[config.mk]
export PLATFORM = sky130hd
export DESIGN_NAME = reg_dump_unit_flat
export DESIGN_NICKNAME = d
export VERILOG_FILES = /design/src/rtl/reg_dump_unit_pkg.sv /design/src/rtl/reg_dump_unit_if.sv /design/src/rtl/reg_dump_unit.sv /design/src/flat_wrapper.sv
export SDC_FILE = /design/constraint.sdc
export NUM_CORES = 1
export LEC_CHECK = 0
export ABC_AREA = 1
export BUFFER_PORTS_ARGS = -buffer_cell sky130_fd_sc_hd__buf_4
export CAP_MARGIN = 15
export CORE_ASPECT_RATIO = 2
export CORE_UTILIZATION = 24
export CTS_BUF_LIST = sky130_fd_sc_hd__clkbuf_4
export DETAILED_ROUTE_END_ITERATION = 16
export PLACE_DENSITY_LB_ADDON = 0.3
export SLEW_MARGIN = 20
export SYNTH_ARGS = -nofsm -noshare
export SYNTH_HDL_FRONTEND = slang
export SYNTH_SLANG_ARGS = --single-unit
[constraint.sdc]
create_clock -name CLK -period 2.9 [get_ports CLK]
set_clock_uncertainty 0.2 [all_clocks]
set_input_delay 0.87 -clock CLK [delete_from_list [all_inputs] [get_ports CLK]]
set_output_delay 0.87 -clock CLK [all_outputs]
set_load 0.02 [all_outputs]
[src/rtl/reg_dump_unit_pkg.sv]
`default_nettype none
// ============================================================================
// Module      : reg_dump_unit_pkg
// Description : Shared CPU register-file widths and dump FSM state encoding.
// Revision    : 1.0 - initial release
// ============================================================================
package reg_dump_unit_pkg;

    localparam int REG_ADDR_W = 4;
    localparam int REG_DATA_W = 16;

    localparam logic [1:0] c_IDLE = 2'd0;
    localparam logic [1:0] c_READ = 2'd1;
    localparam logic [1:0] c_SEND = 2'd2;
    localparam logic [1:0] c_DONE = 2'd3;

    typedef enum logic [1:0] {
        S_IDLE = c_IDLE,
        S_READ = c_READ,
        S_SEND = c_SEND,
        S_DONE = c_DONE
    } dump_state_t;

endpackage
`default_nettype wire

[src/rtl/reg_dump_unit_if.sv]
`default_nettype none
// ============================================================================
// Module      : reg_dump_unit_if
// Description : Valid/ready word stream from the register dump engine.
// Revision    : 1.0 - initial release
// ============================================================================
interface reg_dump_unit_if
    import reg_dump_unit_pkg::*;
#(
    parameter int ADDR_W = REG_ADDR_W,
    parameter int DATA_W = REG_DATA_W
) ();

    logic              out_valid;
    logic              out_ready;
    logic [DATA_W-1:0] out_data;
    logic [ADDR_W-1:0] out_addr;
    logic              out_last;

    modport master (
        output out_valid,
        output out_data,
        output out_addr,
        output out_last,
        input  out_ready
    );

    modport slave (
        input  out_valid,
        input  out_data,
        input  out_addr,
        input  out_last,
        output out_ready
    );

endinterface
`default_nettype wire

[src/rtl/reg_dump_unit.sv]
`default_nettype none
// ============================================================================
// Module      : reg_dump_unit
// Description : Walks a wrapping register range through one read port and
//               streams each value out while holding the CPU.
// Revision    : 1.0 - initial release
// ============================================================================
module reg_dump_unit
    import reg_dump_unit_pkg::*;
#(
    parameter int ADDR_W = REG_ADDR_W,
    parameter int DATA_W = REG_DATA_W
) (
    input  wire logic              CLK,
    input  wire logic              RESET,
    input  wire logic              start,
    input  wire logic              abort,
    input  wire logic [ADDR_W-1:0] first_reg,
    input  wire logic [ADDR_W-1:0] last_reg,
    output logic      [ADDR_W-1:0] rd_addr,
    input  wire logic [DATA_W-1:0] rd_data,
    output logic                   hold_cpu,
    output logic                   busy,
    output logic                   done,
    reg_dump_unit_if.master        strm
);

    dump_state_t       r_state;
    dump_state_t       w_state_nxt;
    logic [ADDR_W-1:0] r_cur;
    logic [ADDR_W-1:0] r_end;
    logic [DATA_W-1:0] r_data;
    logic [ADDR_W-1:0] r_addr;
    logic              r_last;

    logic w_accept_start;
    logic w_capture;
    logic w_advance;
    logic w_at_end;

    assign w_at_end = (r_cur == r_end);

    always_ff @(posedge CLK) begin
        if (!RESET) begin
            r_state <= S_IDLE;
        end else begin
            r_state <= w_state_nxt;
        end
    end

    // abort outranks everything, including a handshake in the same cycle
    always_comb begin
        w_state_nxt    = r_state;
        w_accept_start = 1'b0;
        w_capture      = 1'b0;
        w_advance      = 1'b0;
        if (abort) begin
            w_state_nxt = S_IDLE;
        end else begin
            case (r_state)
                S_IDLE: begin
                    if (start) begin
                        w_accept_start = 1'b1;
                        w_state_nxt    = S_READ;
                    end
                end
                S_READ: begin
                    w_capture   = 1'b1;
                    w_state_nxt = S_SEND;
                end
                S_SEND: begin
                    if (strm.out_ready) begin
                        if (w_at_end) begin
                            w_state_nxt = S_DONE;
                        end else begin
                            w_advance   = 1'b1;
                            w_state_nxt = S_READ;
                        end
                    end
                end
                S_DONE:  w_state_nxt = S_IDLE;
                default: w_state_nxt = S_IDLE;
            endcase
        end
    end

    always_ff @(posedge CLK) begin
        if (!RESET) begin
            r_cur  <= '0;
            r_end  <= '0;
            r_data <= '0;
            r_addr <= '0;
            r_last <= 1'b0;
        end else begin
            if (w_accept_start) begin
                r_cur <= first_reg;
                r_end <= last_reg;
            end else if (w_advance) begin
                r_cur <= r_cur + ADDR_W'(1);
            end
            if (w_capture) begin
                r_data <= rd_data;
                r_addr <= r_cur;
                r_last <= w_at_end;
            end
        end
    end

    assign rd_addr        = r_cur;
    assign busy           = (r_state != S_IDLE);
    assign hold_cpu       = (r_state != S_IDLE);
    assign done           = (r_state == S_DONE);
    assign strm.out_valid = (r_state == S_SEND);
    assign strm.out_data  = r_data;
    assign strm.out_addr  = r_addr;
    assign strm.out_last  = r_last;

endmodule
`default_nettype wire

[src/flat_wrapper.sv]
// flat-port wrapper written by rule: the top's interface ports become plain ports
module reg_dump_unit_flat import reg_dump_unit_pkg::*;
#(
    parameter int ADDR_W = REG_ADDR_W,
    parameter int DATA_W = REG_DATA_W
)
  (CLK, RESET, start, abort, first_reg, last_reg, rd_addr, rd_data, hold_cpu, busy, done, strm_out_valid, strm_out_data, strm_out_addr, strm_out_last, strm_out_ready);
  reg_dump_unit_if #(.ADDR_W(ADDR_W), .DATA_W(DATA_W)) strm_i ();
  input  wire logic CLK;
  input  wire logic RESET;
  input  wire logic start;
  input  wire logic abort;
  input  wire logic [ADDR_W-1:0] first_reg;
  input  wire logic [ADDR_W-1:0] last_reg;
  output logic      [ADDR_W-1:0] rd_addr;
  input  wire logic [DATA_W-1:0] rd_data;
  output logic hold_cpu;
  output logic busy;
  output logic done;
  output wire logic [$bits(strm_i.out_valid)-1:0] strm_out_valid;
  output wire logic [$bits(strm_i.out_data)-1:0] strm_out_data;
  output wire logic [$bits(strm_i.out_addr)-1:0] strm_out_addr;
  output wire logic [$bits(strm_i.out_last)-1:0] strm_out_last;
  input wire logic [$bits(strm_i.out_ready)-1:0] strm_out_ready;
  assign strm_out_valid = strm_i.out_valid;
  assign strm_out_data = strm_i.out_data;
  assign strm_out_addr = strm_i.out_addr;
  assign strm_out_last = strm_i.out_last;
  assign strm_i.out_ready = strm_out_ready;
  reg_dump_unit #(.ADDR_W(ADDR_W), .DATA_W(DATA_W)) u_core (.CLK(CLK), .RESET(RESET), .start(start), .abort(abort), .first_reg(first_reg), .last_reg(last_reg), .rd_addr(rd_addr), .rd_data(rd_data), .hold_cpu(hold_cpu), .busy(busy), .done(done), .strm(strm_i));
endmodule
==> flow_summary.ini, run 1 <==
[setup_path]
cpPeakStageDelay_ns = 0.37
arrival_ns = 1.35
startpoint_type = flop
crit_type = reg -> out
required_ns = 1.83
crit_cells = 3
path_cells = nor2_1 -> inv_1 -> buf_4
cp_top_family = flip-flops
path_buf_inv = 2
reg2regPathDepth = 6
r2r_setup_slack_ns = 1.18
slowest_stage = dfxtp_1
critical_path_peak_fanout = 5
end_kind = primary output

[status]
outcome = finished clean

[timing]
period_minus_slack_ns = 2.42
relSlewSlack_pct = 65.1
clock.fmax_ghz = 0.412
setup_viol = 0
fin_crit_sh_pct = 83.6
rsz0062_at_grt = no
drv_slew = 0
tightest_slew_ns = 0.523
layout_setup_ws_ns = 0.476
hold_viol_final = 0
fin_tns_setup_ns = 0

[floorplan]
die-area_um2 = 5820
core_area_um2 = 5230
die_w_um = 54.4
rows = 37
ioPinCount = 58
start_util_pct = 25.2
die_height_um = 107

[clock_network]
clkTransAtPathRegs_ns = 0.09
htreeDepth = 2
cts_resized = 0
clockBufferDepth = 2
root_buffer = clkbuf_4
cts_setup_buffers = 0
clk_latency_ns = 0.32
cts_buffers = 5
cts_hold_buf = 0
cts_tree = built
clock_sinks = 31

[power]
p_leak_nw = 0.934
cellPowerDensity_nw_per_um2 = 482
peakVddDrop_mv = 0.343
power_mw = 0.885

[synthesis]
avgSynthCellArea_um2 = 7.14
synthCells = 185
syn_area_um2 = 1320
synth_cell_types = 22
ys_warn_count = 0
ys_ff_latch = 31
syn_nets = 215
ys_seq_area_share_pct = 47.0

[placed_design]
post-place-ws_ns = 0.528
numPortBuffers = 57
globalplace.congestion = 0.719
dp_hpwl_mm = 2.69

[global_routing]
grt_max_degree = 31
grt_overflow = 0
antenna_found_initial = 1
grt_pass1_wl_mm = 5.75
grt_pass1_vias = 1301
track_usage_pct = 14.0

[detailed_routing]
drcViolationCount = 0
via_per_inst = 4.43
wl_per_cell_um = 12.1
drtPass1Iterations = 5
wl_mm = 3.65
via_count = 1339
antenna_left = 0
drt_first_iter_violations = 49

[run]
timing.max_cap.violations = 0

[finish]
regArea_um2 = 621
final_common_cell = buf_4
nFillCells = 568
layout.nets = 272
drive_above_1_share_pct = 29.2
area_delta_synth_final_pct = 39.1
multiInputGateArea_um2 = 583
layout_common_cells = buf_4 (58), nor2_1 (43), nand2_1 (32)

[worst_hold_path]
hp-class = reg -> reg
hold_depth = 2
-- worst register-to-register path, cell delays in order (launching register included) --
cell	delay, ns
dfxtp_1	0.37
nor2_1	0.34
nand2_2	0.29
nand3_1	0.14
nand2_1	0.07
a21oi_1	0.14
nor2_1	0.07
-- cell usage after synthesis --
cell type | instances | area share [%]
xor2_1 | 1 | 0.66
buf_6 | 2 | 1.7
nor3_4 | 1 | 1.2
buf_4 | 1 | 0.57
o22ai_1 | 1 | 0.47
buf_2 | 2 | 0.76
buf_1 | 1 | 0.28
dfxtp_1 | 31 | 47
or2_2 | 1 | 0.47
nor4_1 | 1 | 0.47
nor2_1 | 43 | 12
clkbuf_1 | 1 | 0.28
clkbuf_2 | 1 | 0.38
a21oi_1 | 11 | 4.2
o21ai_0 | 27 | 10
nand2_1 | 32 | 9.1
nand3_1 | 7 | 2.7
nor3b_1 | 1 | 0.57
ha_1 | 1 | 0.95
nand2_2 | 2 | 0.95
inv_1 | 16 | 4.5
inv_2 | 1 | 0.28
-- cells by family (layout without fill, tap and decap cells) --
| family | count (synthesis) | count (layout) | synth area share, % |
|---|---|---|---|
| AO/OA/AOI/OAI | 39 | 39 | 14.9 |
| buffers and inverters | 25 | 83 | 8.81 |
| XOR/XNOR | 1 | 1 | 0.664 |
| flip-flops | 31 | 31 | 47.0 |
| adder cells (fa/ha/maj) | 1 | 1 | 0.948 |
| other | 0 | 1 | 0 |
| AND/OR/NAND/NOR | 88 | 88 | 27.7 |
-- cell type report --
| cell class | instances | share of cell area, % |
|---|---|---|
| Clock inverter | 1 | 0.273 |
| Multi-Input combinational cell | 129 | 31.8 |
| Clock buffer | 7 | 2.86 |
| Timing Repair Buffer | 58 | 23.7 |
| Antenna cell | 1 | 0.136 |
| Inverter | 17 | 3.48 |
| Tap cell | 58 | 3.95 |
| Sequential cell | 31 | 33.8 |
-- flip-flops by register name (all words and copies together) (netlist names) --
name	flops
u_core.strm.out_addr	4
u_core.strm.out_data	16
u_core.r_end	4
u_core.rd_addr	4
u_core.strm.out_last	1
u_core.r_state	2
-- report_power, final --
part	total [mW]	internal, mW	switching, mW
Clock	0.257	0.113	0.144
Sequential	0.464	0.447	0.0164
Combinational	0.164	0.0737	0.0905
Total	0.885	0.634	0.251
-- per-layer routing --
layer	GRT usage, %	up-vias	wire length, um
met2	24.8	36	2050
met3	3.55	6	151
li1	-	700	-
met5	0	-	0
met1	13.8	597	1370
met4	7.51	0	83
-- through the flow --
step                      area [um2]  util (%)  std cells  hold slack [ns]
final                           1840      35.1        302            0.274
after global routing            1840      35.1        302            0.325
after CTS                       1830      35.0        301            0.277
after detailed placement        1780      33.9        293            0.262
after global placement          1780      33.9        293            0.255
after floorplan                 1320         -        185            0.244
-- path summary, 6_finish.rpt --
path	start	end
worst max-delay path	u_core.r_state[1]$_SDFFE_PP0P_	busy
worst min-delay path	u_core.r_end[0]$_SDFFE_PN0P_	u_core.r_end[0]$_SDFFE_PN0P_
worst max register to register	u_core.r_state[1]$_SDFFE_PP0P_	u_core.rd_addr[2]$_SDFFE_PN0P_
worst min register to register	u_core.r_end[0]$_SDFFE_PN0P_	u_core.r_end[0]$_SDFFE_PN0P_
Power figures use the tool's default switching activity.
==> inputs of run 2 (changes only) <==
- clock period: 2.9 -> 2.5 ns (I/O delays scaled with it)
==> flow_summary.ini, run 2 (same netlist as run 1, synthesis figures left out) <==
[timing]
fin_tns_setup_ns = 0
tightest_slew_ns = 0.540
drv_slew = 0
holdWs_ns = 0.279
layout_setup_ws_ns = 0.245
clock.fmax_ghz = 0.443
period_minus_slack_ns = 2.25
relSlewSlack_pct = 64.0
rsz0062_at_grt = no
setup_viol = 0
fin_crit_sh_pct = 90.2
hold_viol_final = 0

[finish]
final_common_cell = buf_4
area_delta_synth_final_pct = 39.2
layout_common_cells = buf_4 (59), nor2_1 (43), nand2_1 (32)
nFillCells = 580
layout.nets = 273
regArea_um2 = 621
largest_reg_flops = 16
finalNonFillerCells = 303
multiInputGateArea_um2 = 583
drive_above_1_share_pct = 28.7

[clock_network]
clock_sinks = 31
clk_latency_ns = 0.33
clkTransAtPathRegs_ns = 0.10
htreeDepth = 2
clockBufferDepth = 2
cts_buffers = 5
cts_resized = 0
cts_setup_buffers = 0
root_buffer = clkbuf_4
cts_hold_buf = 0
cts_tree = built

[global_routing]
antenna_found_initial = 1
track_usage_pct = 14.3
grt_pass1_vias = 1258
grt_max_degree = 31
grt_overflow = 0
grt_pass1_wl_mm = 5.87

[floorplan]
ioPinCount = 58
die-area_um2 = 5820
start_util_pct = 25.2
die_height_um = 107
core_area_um2 = 5230
die_w_um = 54.4
rows = 37

[setup_path]
cpPeakStageDelay_ns = 0.37
arrival_ns = 1.30
reg2reg_from = u_core.r_state[1]$_SDFFE_PP0P_
slowest_stage = dfxtp_1
startpoint_type = flop
required_ns = 1.55
regToRegEndpoint = u_core.rd_addr[0]$_SDFFE_PN0P_
end_kind = primary output
crit_type = reg -> out
r2r_setup_slack_ns = 0.88
reg2regPathDepth = 6
critical_path_peak_fanout = 5
path_cells = nor2_1 -> inv_1 -> buf_4

[power]
p_leak_nw = 0.934
cellPowerDensity_nw_per_um2 = 559
peakVddDrop_mv = 0.266

[detailed_routing]
wl_per_cell_um = 12.3
via_count = 1355
drt_first_iter_violations = 31
drtPass1Iterations = 4
wl_mm = 3.72
drcViolationCount = 0
via_per_inst = 4.47
antenna_left = 0

[status]
outcome = finished clean

[placed_design]
numPortBuffers = 57
post-place-ws_ns = 0.391
globalplace.congestion = 0.745
dp.cells = 294
dp_hpwl_mm = 2.71

[run]
timing.max_cap.violations = 0

[worst_hold_path]
min_delay_worst_endpoint = u_core.r_end[1]$_SDFFE_PN0P_
hp-class = reg -> reg
hold_depth = 2
hold_path_startpoint = u_core.r_end[1]$_SDFFE_PN0P_
[run 2: worst max-delay path: cells and delay by family (launching register included)]
kind,cells,cell delay (ns)
simple gates,1,0.31
flops,1,0.37
buf+inv,2,0.31
[run 2: cell type report]
| cell class | count | area share, % |
|---|---|---|
| timing repair buffer | 59 | 24.1 |
| clock inverter | 2 | 0.408 |
| sequential | 31 | 33.8 |
| tap | 58 | 3.95 |
| multi-input combinational | 129 | 31.7 |
| inverter | 17 | 3.47 |
| clock buffer | 6 | 2.45 |
| antenna | 1 | 0.136 |
[run 2: layer usage]
layer,track usage [%],vias to the layer above,part of all wire [%]
met1,13.5,612,37
met5,0,-,0
met4,7.69,0,2.4
met2,25.7,36,56
li1,-,702,-
met3,4.11,5,5.0
[run 2: report_power, final]
part	switching [mW]	internal, mW	leakage, nW
Combinational	0.105	0.0861	0.650
Clock	0.183	0.115	0.0307
Sequential	0.0184	0.519	0.253
[run 2: how the worst max path moves through the flow]
stage / from / end / slack (ns) / cells after the start
detailed placement: abort / u_core.rd_addr[2]$_SDFFE_PN0P_ / 0.39 / 7
global placement: abort / u_core.rd_addr[0]$_SDFFE_PN0P_ / 0.44 / 7
global route: u_core.r_state[1]$_SDFFE_PP0P_ / busy / 0.13 / 3
CTS: u_core.r_state[1]$_SDFFE_PP0P_ / busy / 0.22 / 3
floorplan: u_core.r_state[1]$_SDFFE_PP0P_ / hold_cpu / 0.59 / 3
finish: u_core.r_state[1]$_SDFFE_PP0P_ / busy / 0.25 / 3
[run 2: through the flow]
step / utilization, % / instance area [um2] / total power [mW]
4_1_cts: 35.1 / 1840 / 1.04
2_1_floorplan: - / 1320 / 0.654
3_3_place_gp: 34.1 / 1780 / 0.742
3_5_place_dp: 34.1 / 1780 / 0.743
6_report: 35.1 / 1840 / 1.03
5_1_grt: 35.1 / 1840 / 1.08
==> inputs of run 3 (changes only) <==
- ABC_AREA: 1 -> 0
==> flow_summary.ini, run 3 <==
[status]
outcome = finished clean

[detailed_routing]
drtPass1Iterations = 4
via_per_inst = 4.41
drt_first_iter_violations = 14
wl_mm = 3.28
wl_per_cell_um = 12.0
drcViolationCount = 0
via_count = 1208
antenna_left = 0

[floorplan]
core_area_um2 = 5420
ioPinCount = 58
rows = 38
die-area_um2 = 5950
die_height_um = 108
start_util_pct = 24.9
die_w_um = 55.0

[synthesis]
synth_commonest_cells = nand2_1 (43), dfxtp_1 (31), a21boi_0 (21), clkbuf_1 (7), o21ai_0 (7)
yosys_most_used_dff = dfxtp_1
yosysTopAreaCell = dfxtp_1
synth-edff-count = 0
ys_seq_area_share_pct = 46.0
syn_area_um2 = 1350
ys_ff_latch = 31
synth_cell_types = 27
yosysMostFrequentCell = nand2_1
ys_warn_count = 0
synthCells = 155
netlist_top_cells_area = dfxtp_1 (46%), nand2_1 (12%), a21boi_0 (12%), mux2i_1 (4.4%), o21ai_0 (2.6%)
netlist.area_leader.share_pct = 46.0
avgSynthCellArea_um2 = 8.71
syn_nets = 185
synthArstFlopShare_pct = 0

[placed_design]
place_area_um2 = 1840
post-place-ws_ns = 0.444
globalplace.congestion = 0.706
numPortBuffers = 57
dp_hpwl_mm = 2.36

[global_routing]
grt_pass1_wl_mm = 5.33
antenna_found_initial = 0
grt_overflow = 0
track_usage_pct = 12.6
grt_max_degree = 32
grt_pass1_vias = 1205

[power]
cellPowerDensity_nw_per_um2 = 517
p_seq_share_pct = 53.9
power_frac_comb_pct = 15.7
power.switching_mw = 0.260
p_clk_share_pct = 30.4
peakVddDrop_mv = 0.274
p_leak_nw = 0.825
power_mw = 0.979
p_int_mw = 0.718
swShare_pct = 26.6

[timing]
holdWs_ns = 0.267
layout_setup_ws_ns = 0.389
period_minus_slack_ns = 2.11
hold_viol_final = 0
fin_tns_setup_ns = 0
clock.fmax_ghz = 0.474
rsz0062_at_grt = no
setup_viol = 0
fin_crit_sh_pct = 84.4
tightest_slew_ns = 0.473
relSlewSlack_pct = 68.2
drv_slew = 0

[finish]
nFillCells = 611
n_antenna_cell = 0
area_delta_synth_final_pct = 40.3
multiInputGateArea_um2 = 679
postLayoutCellArea_um2 = 1890
drive_above_1_share_pct = 34.6
layout.nets = 243
layout_common_cells = buf_4 (60), nand2_1 (43), dfxtp_1 (31)
regArea_um2 = 621
final_common_cell = buf_4
largest_reg_flops = 16

[setup_path]
required_ns = 1.55
startpoint_type = flop
arrival_ns = 1.16
critical_path_peak_fanout = 7
end_kind = primary output
crit_type = reg -> out

[clock_network]
clkTransAtPathRegs_ns = 0.10
clockBufferDepth = 2
cts_resized = 0
cts_setup_buffers = 0
root_buffer = clkbuf_4
cts_hold_buf = 0
cts_buffers = 5
cts_tree = built
htreeDepth = 2
clock_sinks = 31
clk_latency_ns = 0.32

[run]
timing.max_cap.violations = 0

[worst_hold_path]
hp-class = reg -> reg
## run 3: changes by cell type in the layout (fill, tap and decap cells not counted), moves of 3 or more
cell	previous run	this run
nor2b_1	0	5
a21oi_1	11	2
nor2_1	43	5
a31oi_1	0	3
a21boi_0	0	21
nand3_1	7	2
mux2i_1	0	6
o21ai_0	27	7
nand2_1	32	43
inv_1	16	3
## run 3: kinds of logic (layout without fill, tap and decap cells)
group                      count (synthesis)  count (layout)  synth area share, %
muxes                                      6               6                 4.45
DFF                                       31              31                 46.0
xor gates and xnor gates                   4               4                 3.71
buffers and inverters                     12              71                 3.71
and+or+nand+nor                           65              65                 21.5
adders and majority gates                  1               1                0.927
AOI/OAI and AO/OA                         36              36                 19.7
## run 3: final cells by class
cell class,instances,area share [%]
timing repair buffer,60,23.8
multi-input combinational,112,35.9
inverter,3,0.594
tap,60,3.96
clock inverter,1,0.264
clock buffer,7,2.77
sequential,31,32.8
## run 3: worst max-delay path, cell delays in order (launching register included)
cell and delay (ns):
dfxtp_1 0.38, or2_2 0.31, buf_4 0.16
## run 3: through the flow
step	instances	utilization (%)
after global routing	274	34.9
after floorplan	155	-
after global placement	266	33.9
after detailed placement	266	33.9
final	274	34.9
after CTS	274	34.9
## run 3: path summary, 6_finish.rpt
| path | from | endpoint | slack [ns] | cells after the start |
|---|---|---|---|---|
| max | u_core.r_state[1]$_SDFFE_PP0P_ | busy | 0.39 | 2 |
| min | u_core.strm.out_data[15]$_SDFFE_PN0P_ | u_core.strm.out_data[15]$_SDFFE_PN0P_ | 0.27 | 2 |
| max reg2reg | u_core.rd_addr[0]$_SDFFE_PN0P_ | u_core.rd_addr[0]$_SDFFE_PN0P_ | 0.62 | 4 |
| min reg2reg | u_core.strm.out_data[15]$_SDFFE_PN0P_ | u_core.strm.out_data[15]$_SDFFE_PN0P_ | 0.27 | 2 |
## run 3: metal layers
metal | global-route usage (%) | share of wire (%) | vias up
li1 | - | - | 629
met1 | 12.0 | 36 | 540
met2 | 23.3 | 57 | 33
met3 | 2.67 | 4.5 | 6
met4 | 6.43 | 2.5 | 0
met5 | 0 | 0 | -
## run 3: power by group through the flow
| stage | clock (mW) | sequential (mW) | combinational, mW |
|---|---|---|---|
| 3_5_place_dp | 0 | 0.540 | 0.156 |
| 4_1_cts | 0.321 | 0.528 | 0.156 |
| 6_report | 0.298 | 0.528 | 0.153 |
| 2_1_floorplan | 0 | 0.551 | 0.0668 |
| 5_1_grt | 0.349 | 0.531 | 0.170 |
| 3_3_place_gp | 0 | 0.539 | 0.155 |
